===== src/rtl/i2s_tx.sv =====
// I2S master transmitter: PCM sample FIFO, sck/ws generation from the system
// clock and MSB-first serialisation on sdo in Philips I2S format.
// All sck/ws/sdo updates happen on the clk edge where sck falls, so a receiver
// sees stable data on the following sck rise.
module i2s_tx #(
  parameter int FIFO_AW = 4,
  parameter int DW      = 32
) (
  input  logic               clk,
  input  logic               rst_n,
  input  logic               en,
  input  logic [7:0]         sck_prescaler,
  input  logic [4:0]         sample_size,
  input  logic [1:0]         channels,
  input  logic               fifo_wr,
  input  logic [DW-1:0]      fifo_wdata,
  input  logic [FIFO_AW:0]   fifo_level_threshold,
  output logic               fifo_full,
  output logic               fifo_empty,
  output logic [FIFO_AW:0]   fifo_level,
  output logic               fifo_level_below,
  output logic               underflow,
  input  logic               underflow_clr,
  output logic               sck,
  output logic               ws,
  output logic               sdo
);

  localparam int               DEPTH   = 1 << FIFO_AW;
  localparam logic [FIFO_AW:0] DEPTH_L = (FIFO_AW + 1)'(DEPTH);

  // FIFO storage and state
  logic [DW-1:0]      mem_q [DEPTH];
  logic [FIFO_AW-1:0] wr_ptr_q, wr_ptr_d, rd_ptr_q, rd_ptr_d;
  logic [FIFO_AW:0]   level_q, level_d;
  logic               underflow_q, underflow_d;

  // Serialiser state
  logic [7:0]         presc_q, presc_d;
  logic               sck_q, sck_d, ws_q, ws_d, sdo_q, sdo_d;
  logic [5:0]         bit_cnt_q, bit_cnt_d;
  logic [DW-1:0]      shift_q, shift_d, dup_q, dup_d;

  // Decode signals
  logic               empty_s, full_s;
  logic [5:0]         n_s, bit_nxt_s;
  logic [4:0]         pos_s, idx_s;
  logic               fall_s, start_s, right_s;
  logic               need_pop_s, pop_s, uf_set_s, wr_acc_s;
  logic [DW-1:0]      slot_word_s, cur_word_s;
  logic               bit_s;

  assign empty_s = (level_q == {(FIFO_AW + 1){1'b0}});
  assign full_s  = (level_q == DEPTH_L);

  // Decode slot position, pop requirement and the next serial bit
  always_comb begin
    n_s       = (sample_size == 5'd0) ? 6'd32 : {1'b0, sample_size};
    fall_s    = en && sck_q && (presc_q == sck_prescaler);
    bit_nxt_s = bit_cnt_q + 6'd1;
    pos_s     = bit_nxt_s[4:0];
    right_s   = bit_nxt_s[5];
    start_s   = fall_s && (pos_s == 5'd0);
    if (right_s) begin
      need_pop_s = start_s && (channels == 2'b11);
    end else begin
      need_pop_s = start_s && (channels != 2'b10);
    end
    pop_s    = need_pop_s && !empty_s;
    uf_set_s = need_pop_s && empty_s;
    wr_acc_s = fifo_wr && !full_s;
    // Word for a slot that is starting: fresh head, mono replay, or silence
    if (pop_s) begin
      slot_word_s = mem_q[rd_ptr_q];
    end else if (right_s && (channels == 2'b00)) begin
      slot_word_s = dup_q;
    end else begin
      slot_word_s = {DW{1'b0}};
    end
    if (start_s) begin
      cur_word_s = slot_word_s;
    end else begin
      cur_word_s = shift_q;
    end
    idx_s = 5'(n_s - 6'd1 - {1'b0, pos_s});
    if ({1'b0, pos_s} < n_s) begin
      bit_s = cur_word_s[idx_s];
    end else begin
      bit_s = 1'b0;
    end
  end

  // Next-state for clock generation, serialiser, FIFO pointers and flags
  always_comb begin
    presc_d     = presc_q;
    sck_d       = sck_q;
    ws_d        = ws_q;
    sdo_d       = sdo_q;
    bit_cnt_d   = bit_cnt_q;
    shift_d     = shift_q;
    dup_d       = dup_q;
    if (!en) begin
      // Idle: a partially sent word is simply dropped
      presc_d   = 8'd0;
      sck_d     = 1'b0;
      ws_d      = 1'b0;
      sdo_d     = 1'b0;
      bit_cnt_d = 6'd63;
      shift_d   = {DW{1'b0}};
      dup_d     = {DW{1'b0}};
    end else if (presc_q == sck_prescaler) begin
      presc_d = 8'd0;
      sck_d   = ~sck_q;
      if (sck_q) begin
        bit_cnt_d = bit_nxt_s;
        ws_d      = (bit_nxt_s >= 6'd31) && (bit_nxt_s <= 6'd62);
        sdo_d     = bit_s;
        if (start_s) begin
          shift_d = slot_word_s;
          if (!right_s && (channels == 2'b00)) begin
            dup_d = slot_word_s;
          end else begin
            dup_d = dup_q;
          end
        end else begin
          shift_d = shift_q;
        end
      end else begin
        bit_cnt_d = bit_cnt_q;
      end
    end else begin
      presc_d = presc_q + 8'd1;
    end

    if (wr_acc_s) begin
      wr_ptr_d = wr_ptr_q + FIFO_AW'(1);
    end else begin
      wr_ptr_d = wr_ptr_q;
    end
    if (pop_s) begin
      rd_ptr_d = rd_ptr_q + FIFO_AW'(1);
    end else begin
      rd_ptr_d = rd_ptr_q;
    end
    case ({wr_acc_s, pop_s})
      2'b10:   level_d = level_q + (FIFO_AW + 1)'(1);
      2'b01:   level_d = level_q - (FIFO_AW + 1)'(1);
      default: level_d = level_q;
    endcase
    // A new underflow event takes priority over a clear in the same cycle
    if (uf_set_s) begin
      underflow_d = 1'b1;
    end else if (underflow_clr) begin
      underflow_d = 1'b0;
    end else begin
      underflow_d = underflow_q;
    end
  end

  // State registers with synchronous active-low reset
  always_ff @(posedge clk) begin
    if (!rst_n) begin
      presc_q     <= 8'd0;
      sck_q       <= 1'b0;
      ws_q        <= 1'b0;
      sdo_q       <= 1'b0;
      bit_cnt_q   <= 6'd63;
      shift_q     <= {DW{1'b0}};
      dup_q       <= {DW{1'b0}};
      wr_ptr_q    <= {FIFO_AW{1'b0}};
      rd_ptr_q    <= {FIFO_AW{1'b0}};
      level_q     <= {(FIFO_AW + 1){1'b0}};
      underflow_q <= 1'b0;
    end else begin
      presc_q     <= presc_d;
      sck_q       <= sck_d;
      ws_q        <= ws_d;
      sdo_q       <= sdo_d;
      bit_cnt_q   <= bit_cnt_d;
      shift_q     <= shift_d;
      dup_q       <= dup_d;
      wr_ptr_q    <= wr_ptr_d;
      rd_ptr_q    <= rd_ptr_d;
      level_q     <= level_d;
      underflow_q <= underflow_d;
    end
  end

  // FIFO storage write; contents need no reset since pointers define validity
  always_ff @(posedge clk) begin
    if (wr_acc_s) begin
      mem_q[wr_ptr_q] <= fifo_wdata;
    end
  end

  assign fifo_full        = full_s;
  assign fifo_empty       = empty_s;
  assign fifo_level       = level_q;
  assign fifo_level_below = (level_q < fifo_level_threshold);
  assign underflow        = underflow_q;
  assign sck              = sck_q;
  assign ws               = ws_q;
  assign sdo              = sdo_q;

endmodule


===== config.mk =====
export PLATFORM = sky130hd
export DESIGN_NAME = i2s_tx
export DESIGN_NICKNAME = d
export VERILOG_FILES = /design/src/rtl/i2s_tx.sv
export SDC_FILE = /design/constraint.sdc
export NUM_CORES = 1
export LEC_CHECK = 0
export CAP_MARGIN = 10
export CORE_MARGIN = 2
export CORE_UTILIZATION = 50
export CTS_CLUSTER_DIAMETER = 30
export DETAILED_ROUTE_END_ITERATION = 16
export HOLD_SLACK_MARGIN = 0.05
export PLACE_DENSITY = 0.73
export SLEW_MARGIN = 30
export SYNTH_ARGS = -nofsm -noshare
export SYNTH_HDL_FRONTEND = slang
export SYNTH_SLANG_ARGS = --single-unit

===== constraint.sdc =====
create_clock -name clk -period 5.9 [get_ports clk]
set_input_delay 1.18 -clock clk [delete_from_list [all_inputs] [get_ports clk]]
set_output_delay 1.18 -clock clk [all_outputs]
set_load 0.01 [all_outputs]

# Word-level counts from Yosys, hierarchy flattened
# Memories as Yosys holds them, arrays and structs flattened. A register that Yosys moved wholly into a read port is not among the register bits.
# Cells that the tools add are included.
# W data, S select, Z words.
# word_totals
output_inout_bits	12
mem_count	1
latchBits	0
rom_bits	0
word_cells	73
register_bits	95
ram_bits	512
# classes
n_mux	15
bitwise_logic	3
n_lt_le_gt_ge	5
n_reduce_logical	24
eq_ne	6
add_sub_neg	8
div	0
mul	0
shifts	0
# mem_list
memory	words	width	rd	rd_ports_with_merged_regs	wr	line	source
mem_q	16	32	1	1	1	33	logic [DW-1:0] mem_q [DEPTH];
# ops
cell	n
$mux W32	3
$logic_not A5 Y1	3
$logic_and A1 B1 Y1	11
$pmux W5 S2	1
$sub A5 B1 Y5 const B	2
$add A4 B1 Y4 const B	2
$add A8 B1 Y8 const B	1
$eq A8 B8 Y1	1
$mux W4	2
$mux W1	7
$add A6 B1 Y6 const B	1
$ge A6 B5 Y1 const B	1
$le A6 B6 Y1 const B	1
$lt A5 B6 Y1	1
$lt A5 B6 Y1 const B	1
$mux W6	1
$add A5 B1 Y5 const B	1
$bmux W1 S5	1
$eq A5 B5 Y1 const B	1
$lt A5 B5 Y1	1
$sub A5 B5 Y5	1
$eq A2 B2 Y1 const B	2
$reduce_and A2 Y1	2
$reduce_and A4 Y1	1
7 further kinds	12

# Depth between registers and ports, before layout
# logic_depth
word_depth	11
ltp_mapped	17
depth_no_buf	16

# Least setup slack after synthesis
# Ideal clock, no wire load.
# synth_path
kind	input to register
start	input fifo_wr
end	memory mem_q[3][0] (enable)
arrival_ns	3.936
slack_ns	1.503
stages	4
n_path_buf	1
cell_sequence	and2_1 > clkbuf_1 > nand2_1 > nor3_1
# synth_between
elab_chain_len	3
# synth_rtl
item	line	source
start: declaration	15	input logic fifo_wr,
$logic_and A1 B1 Y1	71	wr_acc_s = fifo_wr && !full_s;
$mux W1	191	if (wr_acc_s) begin
$mux W1 (not written as such)	192	mem_q[wr_ptr_q] <= fifo_wdata;
end: declaration	33	
# No other way between the ends.

# Worst setup path in the final report
# layout_path
start	input fifo_level_threshold[1]
end	output fifo_level_below
# layout_between
elab_chain_len	1
# layout_rtl
item	line	source
start: declaration	17	input logic [FIFO_AW:0] fifo_level_threshold,
$lt A5 B5 Y1	199	assign fifo_level_below = (level_q < fifo_level_threshold);
end: declaration	21	output logic fifo_level_below,
# No other way between the ends.

==> flow_summary.toml <==
[worst_hold_path]
holdCritStartpoint = "dup_q[10]"
hold_depth = 2
worstHoldEndpoint = "dup_q[10]"
min_path_type = "register to register"

[clock_tree]
htree_levels = 3
postCtsSetupBuffers = 0
clock_tree.buffer_depth = 3
clock_pin_slew_on_the_worst_setup_and_hold_paths_ns = 0.05
hold_buffers = 0
tritoncts.num_buffers = 107
cts-resized-gates = 0
cts_root_buf = "clkbuf_16"
cts_tree = "yes"
clkLatencyLatePin_ns = 0.64
clock_sink_count = 611

[pwr]
static-leakage-power_nw = 9.693
ir_drop_mv = 0.2243
p_total_mw = 11.02
total_power_per_unit_cell_area_nw_per_um2 = 368.3

[yosys]
mappedNetlistArea_sq_um = 24940
total_of_flip_flops_plus_latches_after_synthesis = 611
synth_seq_area_share_pct = 69.59
synth-async-reset-ratio_pct = 0
number_of_enable_type_register_cells_in_the_synthesized_netlist = 512
ys.warnings.count = 0
synth.net_count = 1648
yosysMostFrequentCell = "edfxtp_1"
synth.avg_cell_area_sq_um = 15.97
ys_top_cells_by_area = "edfxtp_1 (62%), dfxtp_1 (7.9%), mux4_2 (6.1%), mux2i_1 (4.9%), a221oi_1 (2.1%)"
synthesis.instances = 1562
synth.lib_cells_used.distinct = 68
synth_largest_area_cell = "edfxtp_1"
dominantRegCellSynth = "edfxtp_1"
netlist_top_cells_count = "edfxtp_1 (512), mux2i_1 (123), dfxtp_1 (99), nand2_1 (93), nor2_1 (74)"
netlist.area_leader.share_pct = 61.64

[critical_path]
worstPathRequired_ns = 4.72
worst_r2r_endpoint = "fifo_level[4]"
crit-reg2reg-launch = "bit_cnt_q[0]"
worstSetupStartpointType = "input port"
worstSetupEndpointType = "output port"
cp_data_arrival_time_ns = 3.18
path_class = "input port to output port"
setup.reg_to_reg.worst_slack_ns = 1.93
reg2reg_depth = 16
worstPathMaxFanout = 1

[placement]
buffer_ports.inserted = 68
placement.setup.worst_slack_ns = 1.158
dp_hpwl_microns = 33500
gp_congestion = 0.8936

[sta]
totalNegativeSetupSlack_ns = 0
timing.final.crit_share_pct = 73.83
tightest_slew_ns = 0.9357
drv_slew = 0
worst_rel_slew_slack_pct = 37.47
timing.final.ws_setup_ns = 1.544
timing.final.hold_violations = 0
maxClockFrequency_mhz = 229.6
timing.final.crit_period_ns = 4.356
fin_hold_ws_ns = 0.4494
setup_viol_count_final = 0
rsz_0062_raised_after_global_routing = "no"
worst_clock_skew_ns = 0.02801

[die]
design.portCount = 69
placementRows = 81
die_height_microns = 227.3
core_area_sq_um = 49050
dieArea_sq_um = 51690
die_width_microns = 227.3
initial_utilization_pct = 50.85

[cells_and_area]
post_route_cells_drive_above_1_share_pct = 18.19
final_core_util_pct = 60.97
syn2layout_area_growth_pct = 19.92
insertedDiodeCount = 0
layout_net_count = 1766

[global_route]
grt.total_usage_pct = 23.67
grt_antenna_before_repair = 1
largest_net_degree_at_the_start_of_global_routing = 78
grt_pass1_wl_microns = 89960
gr-total-overflow = 0
via_count_of_the_first_global_routing_pass = 14780

[drt]
number_of_drc_violations_after_detailed_routing = 0
routed_via_density = 6.010
postRouteAntennaNets = 0
drt_wl_total_microns = 59890
drt_first_pass_iters = 5
dr_total_vias = 14630
route.detailed.wl_per_inst_microns = 24.61
detail_route.iter0.violations = 1549

[run_status]
status = "completed"

[flow_run]
max-cap-violations = 0
==> metal layers <==
metal | vias up | track usage (%) | part of all wire (%)
met2 | 736 | 38.32 | 48
met5 | - | 0 | 0.018
met4 | 2 | 11.32 | 4.0
li1 | 6445 | - | -
met3 | 119 | 4.737 | 8.8
met1 | 7326 | 30.89 | 39
==> worst max-delay path, stage by stage <==
cell             delay (ns)
clkdlybuf4s50_1        0.46
inv_1                  0.04
ha_1                   0.27
a21boi_0               0.12
o21a_1                 0.17
o21ai_0                0.17
nand2b_1               0.08
a21oi_1                0.14
clkdlybuf4s50_1        0.55
==> area by class of cell <==
class	count	area, sq um
flip-flops and latches	611	17360
repair buffers	106	1018
fillers	3528	19140
clock buffers	116	2796
inverters	30	112.6
multi-input cells	824	7023
well taps	664	830.8
clock inverters	83	763.2
==> power by group <==
group / internal, mW / total [mW] / leakage [nW] / switching (mW)
Clock: 3.80 / 5.95 / 1.71 / 2.15
Sequential: 4.73 / 4.75 / 5.43 / 0.0150
Combinational: 0.103 / 0.315 / 2.55 / 0.212
Total: 8.63 / 11.0 / 9.69 / 2.38
==> layout by cell type (no fill, tap or decap), types with 6 or more instances in the layout <==
cell and n:
clkinv_4 10, a21oi_1 51, a22oi_1 32, nor2_1 60
clkinvlp_4 14, inv_6 14, and2_1 16, nand3_1 42
dfxtp_1 97, and3_1 9, ha_1 27, clkinv_1 17
a211o_1 6, mux2i_1 123, xnor2_1 15, o21a_1 7
nor2_4 13, mux4_2 68, nor3_1 18, o211ai_1 7
buf_4 35, a221oi_2 7, clkdlybuf4s50_1 68, o21ai_0 50
xor2_1 22, inv_1 29, nor2b_1 6, a221oi_1 61
edfxtp_1 512, a221o_1 9, bufinv_16 8, nand2_1 92
clkbuf_16 111, clkinv_2 15
==> registers in the layout (all words and copies together) (netlist names), named ones only <==
signal and cells:
sdo 1, wr_ptr_q 4, ws 1, presc_q 8, dup_q 32, mem_q 512
underflow 1, sck 1, bit_cnt_q 6, shift_q 32, rd_ptr_q 4, fifo_level 5
==> through the flow <==
step,std cells,area [sq um]
floorplan,1562,24940
global placement,2233,26290
detailed placement,2235,26350
CTS,2434,29910
global route,2434,29910
finish,2434,29910
==> logic make-up (layout without fill, tap and decap cells) <==
| group | after synthesis | count (layout) | share of synthesized area, % |
|---|---|---|---|
| DFF | 611 | 611 | 69.59 |
| and+or+nand+nor | 286 | 286 | 5.298 |
| AOI/OAI and AO/OA | 277 | 277 | 8.087 |
| muxes | 195 | 195 | 11.44 |
| buffers and inverters | 127 | 335 | 2.774 |
| xor gates and xnor gates | 37 | 37 | 1.299 |
| adders and majority gates | 29 | 29 | 1.515 |
==> worst max-delay path by stage <==
| stage | end | cells past startpoint | startpoint | slack [ns] |
|---|---|---|---|---|
| 4_1_cts | fifo_level_below | 9 | fifo_level_threshold[1] | 1.51 |
| 6_report | fifo_level_below | 9 | fifo_level_threshold[1] | 1.54 |
| 5_1_grt | fifo_level_below | 9 | fifo_level_threshold[1] | 1.41 |
| 3_5_place_dp | fifo_level[4] | 15 | channels[1] | 1.16 |
| 2_1_floorplan | mem_q[3][0] | 4 | fifo_wr | 1.50 |
| 3_3_place_gp | fifo_level[4] | 15 | channels[1] | 1.28 |
Power figures use the tool's default switching activity.
